File: src/rtl/la_ctrl_counter_pkg.sv
// ---------------------------------------------------------------------------
// la_ctrl_counter_pkg
// Shared definitions for the LA-controlled counter: the FSM state type and
// the bit positions used on the 128-bit logic analyzer buses.
// ---------------------------------------------------------------------------
package la_ctrl_counter_pkg;

    // Encoding is visible to firmware on la_data_out[34:33], so it is fixed.
    typedef enum logic [1:0] {
        IDLE  = 2'd0,
        RUN   = 2'd1,
        PAUSE = 2'd2,
        DONE  = 2'd3
    } state_e;

    // LA input map (management SoC -> block)
    localparam int PRELOAD_LSB = 0;
    localparam int THRESH_LSB  = 32;
    localparam int RUN_BIT     = 64;
    localparam int CLR_BIT     = 65;

    // LA output map (block -> management SoC)
    localparam int DONE_BIT    = 32;
    localparam int STATE_LSB   = 33;
    localparam int WRAP_BIT    = 35;

    localparam int LA_W        = 128;

endpackage

File: src/rtl/la_ctrl_counter_rise.sv
// ---------------------------------------------------------------------------
// la_rise_detect
// One-bit registered rising-edge detector. rise_o is high for the single
// cycle in which d_i is 1 and was 0 at the previous clock edge.
//
// Ports:
//   clock   in   user clock
//   resetb  in   synchronous active-low reset
//   d_i     in   level input to watch
//   rise_o  out  one-cycle pulse on a 0->1 transition of d_i
// ---------------------------------------------------------------------------
module la_rise_detect (
    input  logic clock,
    input  logic resetb,
    input  logic d_i,
    output logic rise_o
);

    logic d_q;

    // Remember last cycle's level so a held-high input fires only once.
    always_ff @(posedge clock) begin
        if (!resetb) begin
            d_q <= 1'b0;
        end else begin
            d_q <= d_i;
        end
    end

    assign rise_o = d_i & ~d_q;

endmodule

File: src/rtl/la_ctrl_counter.sv
// ---------------------------------------------------------------------------
// la_ctrl_counter
// 32-bit counter controlled by firmware through the logic analyzer. Firmware
// can run/pause it, clear it, preload any subset of bits and set a stop
// threshold. Count and status come back on la_data_out, and count[15:0] is
// driven onto the user pads for the chip-level checkpoint monitor.
//
// Ports:
//   clock        in   1    user clock, all state updates on rising edge
//   resetb       in   1    synchronous active-low reset
//   la_data_in   in   128  [31:0] preload, [63:32] threshold, [64] run,
//                          [65] clear
//   la_oenb      in   128  per-bit LA enable, 0 = SoC drives that bit
//   la_data_out  out  128  [31:0] count, [32] done, [34:33] state,
//                          [35] wrap, all other bits 0
//   io_out       out  38   count[15:0] on [IO_LSB+15:IO_LSB], else 0
//   io_oeb       out  38   active-low pad enables
// ---------------------------------------------------------------------------
module la_ctrl_counter
    import la_ctrl_counter_pkg::*;
#(
    parameter int COUNT_W = 32,
    parameter int IO_LSB  = 16,
    parameter int IO_W    = 38
) (
    input  logic              clock,
    input  logic              resetb,
    input  logic [LA_W-1:0]   la_data_in,
    input  logic [LA_W-1:0]   la_oenb,
    output logic [LA_W-1:0]   la_data_out,
    output logic [IO_W-1:0]   io_out,
    output logic [IO_W-1:0]   io_oeb
);

    state_e               state_q, state_d;
    logic [COUNT_W-1:0]   count_q, count_d;
    logic                 done_q, done_d;
    logic                 wrap_q, wrap_d;
    logic                 ioEn_q;

    logic                 runReq;
    logic                 clrReq;
    logic                 clrRise;
    logic                 incEn;
    logic [COUNT_W-1:0]   thresh;
    logic [COUNT_W-1:0]   incVal;
    logic [COUNT_W-1:0]   countNext;
    logic [COUNT_W-1:0]   preMask;
    logic                 unusedLaBits;

    // Control bits only count when the SoC actually owns them; a floating
    // LA line must never start or clear the counter.
    assign runReq = la_data_in[RUN_BIT] & ~la_oenb[RUN_BIT];
    assign clrReq = la_data_in[CLR_BIT] & ~la_oenb[CLR_BIT];

    // A partially driven threshold is treated as "no threshold" so the
    // counter cannot stop on a half-defined value.
    assign thresh = (la_oenb[THRESH_LSB +: COUNT_W] == '0)
                  ? la_data_in[THRESH_LSB +: COUNT_W]
                  : '1;

    // Clear acts on its rising edge only, so holding it high clears once.
    la_rise_detect uClrEdge (
        .clock  (clock),
        .resetb (resetb),
        .d_i    (clrReq),
        .rise_o (clrRise)
    );

    // Increment only while running with run still asserted; the cycle that
    // run drops is the pause cycle and does not count.
    assign incEn  = (state_q == RUN) && runReq;
    assign incVal = incEn ? (count_q + COUNT_W'(1)) : count_q;

    // Per-bit preload: a SoC-driven bit replaces the counter bit in every
    // state, so firmware can force values even while DONE.
    assign preMask   = ~la_oenb[PRELOAD_LSB +: COUNT_W];
    assign countNext = (la_data_in[PRELOAD_LSB +: COUNT_W] & preMask)
                     | (incVal & ~preMask);

    // Next-state logic. Clear rise outranks everything; the threshold is
    // compared against the value about to be loaded, so a threshold equal
    // to the entry count is only hit after a full wrap.
    always_comb begin
        state_d = state_q;
        count_d = countNext;
        done_d  = done_q;
        wrap_d  = wrap_q;

        if (clrRise) begin
            state_d = IDLE;
            count_d = '0;
            done_d  = 1'b0;
            wrap_d  = 1'b0;
        end else begin
            if (incEn && (count_q == '1)) begin
                wrap_d = 1'b1;
            end
            case (state_q)
                IDLE: begin
                    if (runReq) begin
                        state_d = RUN;
                    end
                end
                RUN: begin
                    if (!runReq) begin
                        state_d = PAUSE;
                    end else if (countNext == thresh) begin
                        state_d = DONE;
                        done_d  = 1'b1;
                    end
                end
                PAUSE: begin
                    if (runReq) begin
                        state_d = RUN;
                    end
                end
                DONE: begin
                    if (!runReq) begin
                        state_d = IDLE;
                        done_d  = 1'b0;
                    end
                end
                default: begin
                    state_d = IDLE;
                end
            endcase
        end
    end

    // State registers. ioEn_q keeps the pads tri-stated while in reset and
    // enables them from the first edge after reset is released.
    always_ff @(posedge clock) begin
        if (!resetb) begin
            state_q <= IDLE;
            count_q <= '0;
            done_q  <= 1'b0;
            wrap_q  <= 1'b0;
            ioEn_q  <= 1'b0;
        end else begin
            state_q <= state_d;
            count_q <= count_d;
            done_q  <= done_d;
            wrap_q  <= wrap_d;
            ioEn_q  <= 1'b1;
        end
    end

    // Outputs come straight from registers, so they are valid right after
    // the edge with no extra pipeline stage.
    always_comb begin
        la_data_out                          = '0;
        la_data_out[PRELOAD_LSB +: COUNT_W]  = count_q;
        la_data_out[DONE_BIT]                = done_q;
        la_data_out[STATE_LSB +: 2]          = state_q;
        la_data_out[WRAP_BIT]                = wrap_q;
    end

    always_comb begin
        io_out                = '0;
        io_out[IO_LSB +: 16]  = count_q[15:0];
        io_oeb                = '1;
        if (ioEn_q) begin
            io_oeb[IO_LSB +: 16] = '0;
        end
    end

    // Upper LA bits are not part of the map.
    assign unusedLaBits = ^{la_data_in[LA_W-1:CLR_BIT+1], la_oenb[LA_W-1:CLR_BIT+1]};

endmodule

File: config.mk
export PLATFORM = sky130hd
export DESIGN_NAME = la_ctrl_counter
export DESIGN_NICKNAME = d
export VERILOG_FILES = /design/src/rtl/la_ctrl_counter_pkg.sv /design/src/rtl/la_ctrl_counter_rise.sv /design/src/rtl/la_ctrl_counter.sv
export SDC_FILE = /design/constraint.sdc
export NUM_CORES = 1
export LEC_CHECK = 0
export CAP_MARGIN = 15
export CORE_AREA = 2 2 177 179
export DETAILED_ROUTE_END_ITERATION = 12
export DIE_AREA = 0 0 179 181
export SKIP_CTS_REPAIR_TIMING = 1
export SLEW_MARGIN = 20
export SYNTH_ARGS = -nofsm -noshare
export SYNTH_HDL_FRONTEND = slang
export SYNTH_SLANG_ARGS = --single-unit
File: constraint.sdc
create_clock -name clock -period 2.95 [get_ports clock]
set_input_delay 0.295 -clock clock [delete_from_list [all_inputs] [get_ports clock]]
set_output_delay 0.295 -clock clock [all_outputs]
set_load 0.02 [all_outputs]
==> results.cfg <==
[worst_setup_path]
worst-r2r-cell-count = 10
rr_endpoint = done_q
arrival_ns = 3.43
start_kind = flop
reg2reg_from = count_q[1]
r2r_slack_ns = -0.27
required_ns = 3.16
worstPathMaxFanout = 3
critPathCaptureType = flop
path_class = flop to flop

[timing]
setup_viol = 2
hold_viol = 0
slew_violations = 0
tightest_slew_ns = 0.549
rsz0062_at_grt = true
setup_ws_ns = -0.275
maxSlewHeadroom = 0.624
fmax_mhz = 310
min_period_over_period = 1.09
finalSetupTns_ns = -0.497
finClkSkew_ns = 0.00656
layout_min_cycle_time_ns = 3.22

[finish]
stdcell_area_um2 = 7350
fin_util = 0.242
syn2layout_area_growth_pct = 57.5
fillers = 3330
fin_cells = 1280
drive_above_1_share = 0.163
multi_input_area_um2 = 3050
nets = 1138
regArea_um2 = 792

[power_and_ir_drop]
leakagePower_nw = 2.91
totalPowerFinal_mw = 2.21
ir_worst_vdd_uv = 172
p_per_area_nw_per_um2 = 300

[worst_hold_path]
hold_end = state_q[0]
whs_path_depth = 3
min-delay-start = la_data_in[64]
min_path_type = input pin to flop

[logic_synthesis]
synth-seq-cells = 38
ys_seq_area_frac = 0.163
synth.area.top_cells = buf_4 (27%), dfxtp_1 (16%), nor2_1 (4.2%)
synth_top_area_frac = 0.272
synth_area_um2 = 4670
synth.avg_cell_area_um2 = 7.42
synth_edf_count = 0
yosys.area.top_type = buf_4
yosys_warnings = 0
async_reset_ff_frac = 0
synth_ff_type = dfxtp_1
syn_inst = 629
ys_types = 68

[clock_network]
numCtsBuffers = 5
cts_sinks = 38
clk_path_buf_depth = 2
cts.clk_slew.worst_paths_ns = 0.06
clkLatencyLatePin_ns = 0.29
cts_root_buffer = clkbuf_16
cts_max_level = 2
cts_tree = built

[placement]
place_inst = 1267
gp_congestion = 0.903
io_buffers = 201
place.detailed.hpwl_um = 17600
placed_cell_area_um2 = 7090

[run_status]
status = finished, violations left
violations = setup timing

[grt]
grt_pass1_wl_um = 28700
grt-ovfl-total = 0
grt_pass1_vias = 4898
gr-usage-all-layers = 0.119
grt_start_max_net_pins = 37
antenna_found_initial = 8

[drt]
via_per_inst = 4.02
num_vias = 5144
wl_per_cell_um = 15.9
drt_pass1_iterations = 4
totalWireLength_um = 20300
drc_errors = 0
antenna_left = 0
drtIter0Drc = 240

[floorplan]
die_h_um = 181
core_area_um2 = 30300
dieArea_um2 = 32400
ios = 462
rows = 64
die_w_um = 179
start_util = 0.154

[run]
maxCapViolations = 0
==> metrics by stage <==
stage          setup WS [ns]  hold slack, ns
2_1_floorplan         -0.126           0.323
3_3_place_gp          -0.559           0.439
3_5_place_dp          -0.640           0.444
4_1_cts               -0.324           0.451
5_1_grt               -0.402           0.427
6_report              -0.275           0.393
==> layout make-up <==
cell class                      instances  area share
Clock buffer                            5      0.0170
Timing Repair Buffer                  295       0.370
Inverter                               22      0.0112
Clock inverter                          3     0.00936
Multi-Input combinational cell        517       0.415
Antenna cell                            4     0.00136
Sequential cell                        38       0.108
Tap cell                              396      0.0674
==> synth_stat cells (4+ instances only) <==
| master | count |
|---|---|
| buf_4 | 169 |
| nor3b_1 | 4 |
| a31oi_1 | 12 |
| and4_1 | 9 |
| a211oi_1 | 6 |
| nor4_1 | 17 |
| nand4_1 | 11 |
| and2_1 | 7 |
| clkbuf_1 | 12 |
| and3_1 | 5 |
| o311ai_0 | 5 |
| inv_1 | 22 |
| xnor2_1 | 13 |
| o31a_1 | 5 |
| nand2b_1 | 4 |
| xor2_1 | 9 |
| o31ai_1 | 6 |
| nand2_1 | 30 |
| nand3b_1 | 4 |
| or4_1 | 8 |
| mux2i_1 | 7 |
| or2_2 | 5 |
| nor2_1 | 52 |
| nand4b_1 | 5 |
| a22oi_1 | 4 |
| o21ai_0 | 17 |
| a21oi_1 | 15 |
| o211ai_1 | 5 |
| nor2b_1 | 16 |
| dfxtp_1 | 38 |
| o22ai_1 | 5 |
| nand3_1 | 18 |
| nor3_1 | 16 |
| o21ai_1 | 4 |
| or3_1 | 9 |
| a21o_1 | 5 |
==> where the power goes <==
group,internal [mW],switching [mW]
sequential,0.543,0.0231
clock,0.486,0.237
combinational,0.416,0.501
==> sequential cells by signal, indices dropped and copies added, names as in the netlist <==
| signal | flops |
|---|---|
| count_q | 32 |
| done_q | 1 |
| ioEn_q | 1 |
| state_q | 2 |
| uClrEdge.d_q | 1 |
| wrap_q | 1 |
==> logic make-up after synthesis <==
family / count (synthesis) / share of synthesized area
and+or+nand+nor: 240 / 0.296
adders and majority gates: 1 / 0.00268
buffers and inverters: 208 / 0.308
xor gates and xnor gates: 22 / 0.0413
AOI/OAI and AO/OA: 108 / 0.165
DFF: 38 / 0.163
other: 2 / 0.00161
muxes: 10 / 0.0228
==> worst max-delay path by stage <==
stage	from	end
final	count_q[1]	done_q
after global routing	count_q[1]	done_q
after CTS	la_oenb[64]	done_q
after detailed placement	la_oenb[64]	state_q[1]
after global placement	la_oenb[64]	done_q
after floorplan	count_q[1]	done_q
==> critical path, stage by stage, from the launching register on <==
cell and delay [ns]:
dfxtp_4 0.36, ha_4 0.13, nand4b_1 0.14, or4_4 0.59
mux2i_4 0.23, nor3_2 0.07, or4b_4 0.52, a2111o_1 0.40
nor4_2 0.28, nand4_2 0.17, a221oi_2 0.26
==> cell usage in the layout, fill, tap and decap left out, types with 6 or more instances in the layout <==
cell	count
inv_1	22
mux2i_1	7
and2_1	7
buf_4	94
and4_1	9
nor2_1	52
or4_1	8
dfxtp_4	6
nor4_1	16
dfxtp_1	25
xor2_1	9
conb_1	136
o21ai_0	16
nor2b_1	16
nand2_1	30
a31oi_1	11
clkdlybuf4s50_1	199
nand4_1	11
dfxtp_2	7
xnor2_1	13
nand3_1	18
a21oi_1	15
nor3_1	15
or3_1	9
==> per-layer routing <==
metal | wire length [um] | part of all wire | vias to the layer above | track usage
met5 | 34 | 0.0017 | - | 0
met4 | 676 | 0.033 | 6 | 0.0501
met3 | 1960 | 0.096 | 39 | 0.0364
met2 | 9930 | 0.49 | 274 | 0.209
met1 | 7740 | 0.38 | 2364 | 0.132
li1 | - | - | 2461 | -
(Power assumes the default switching activity.)
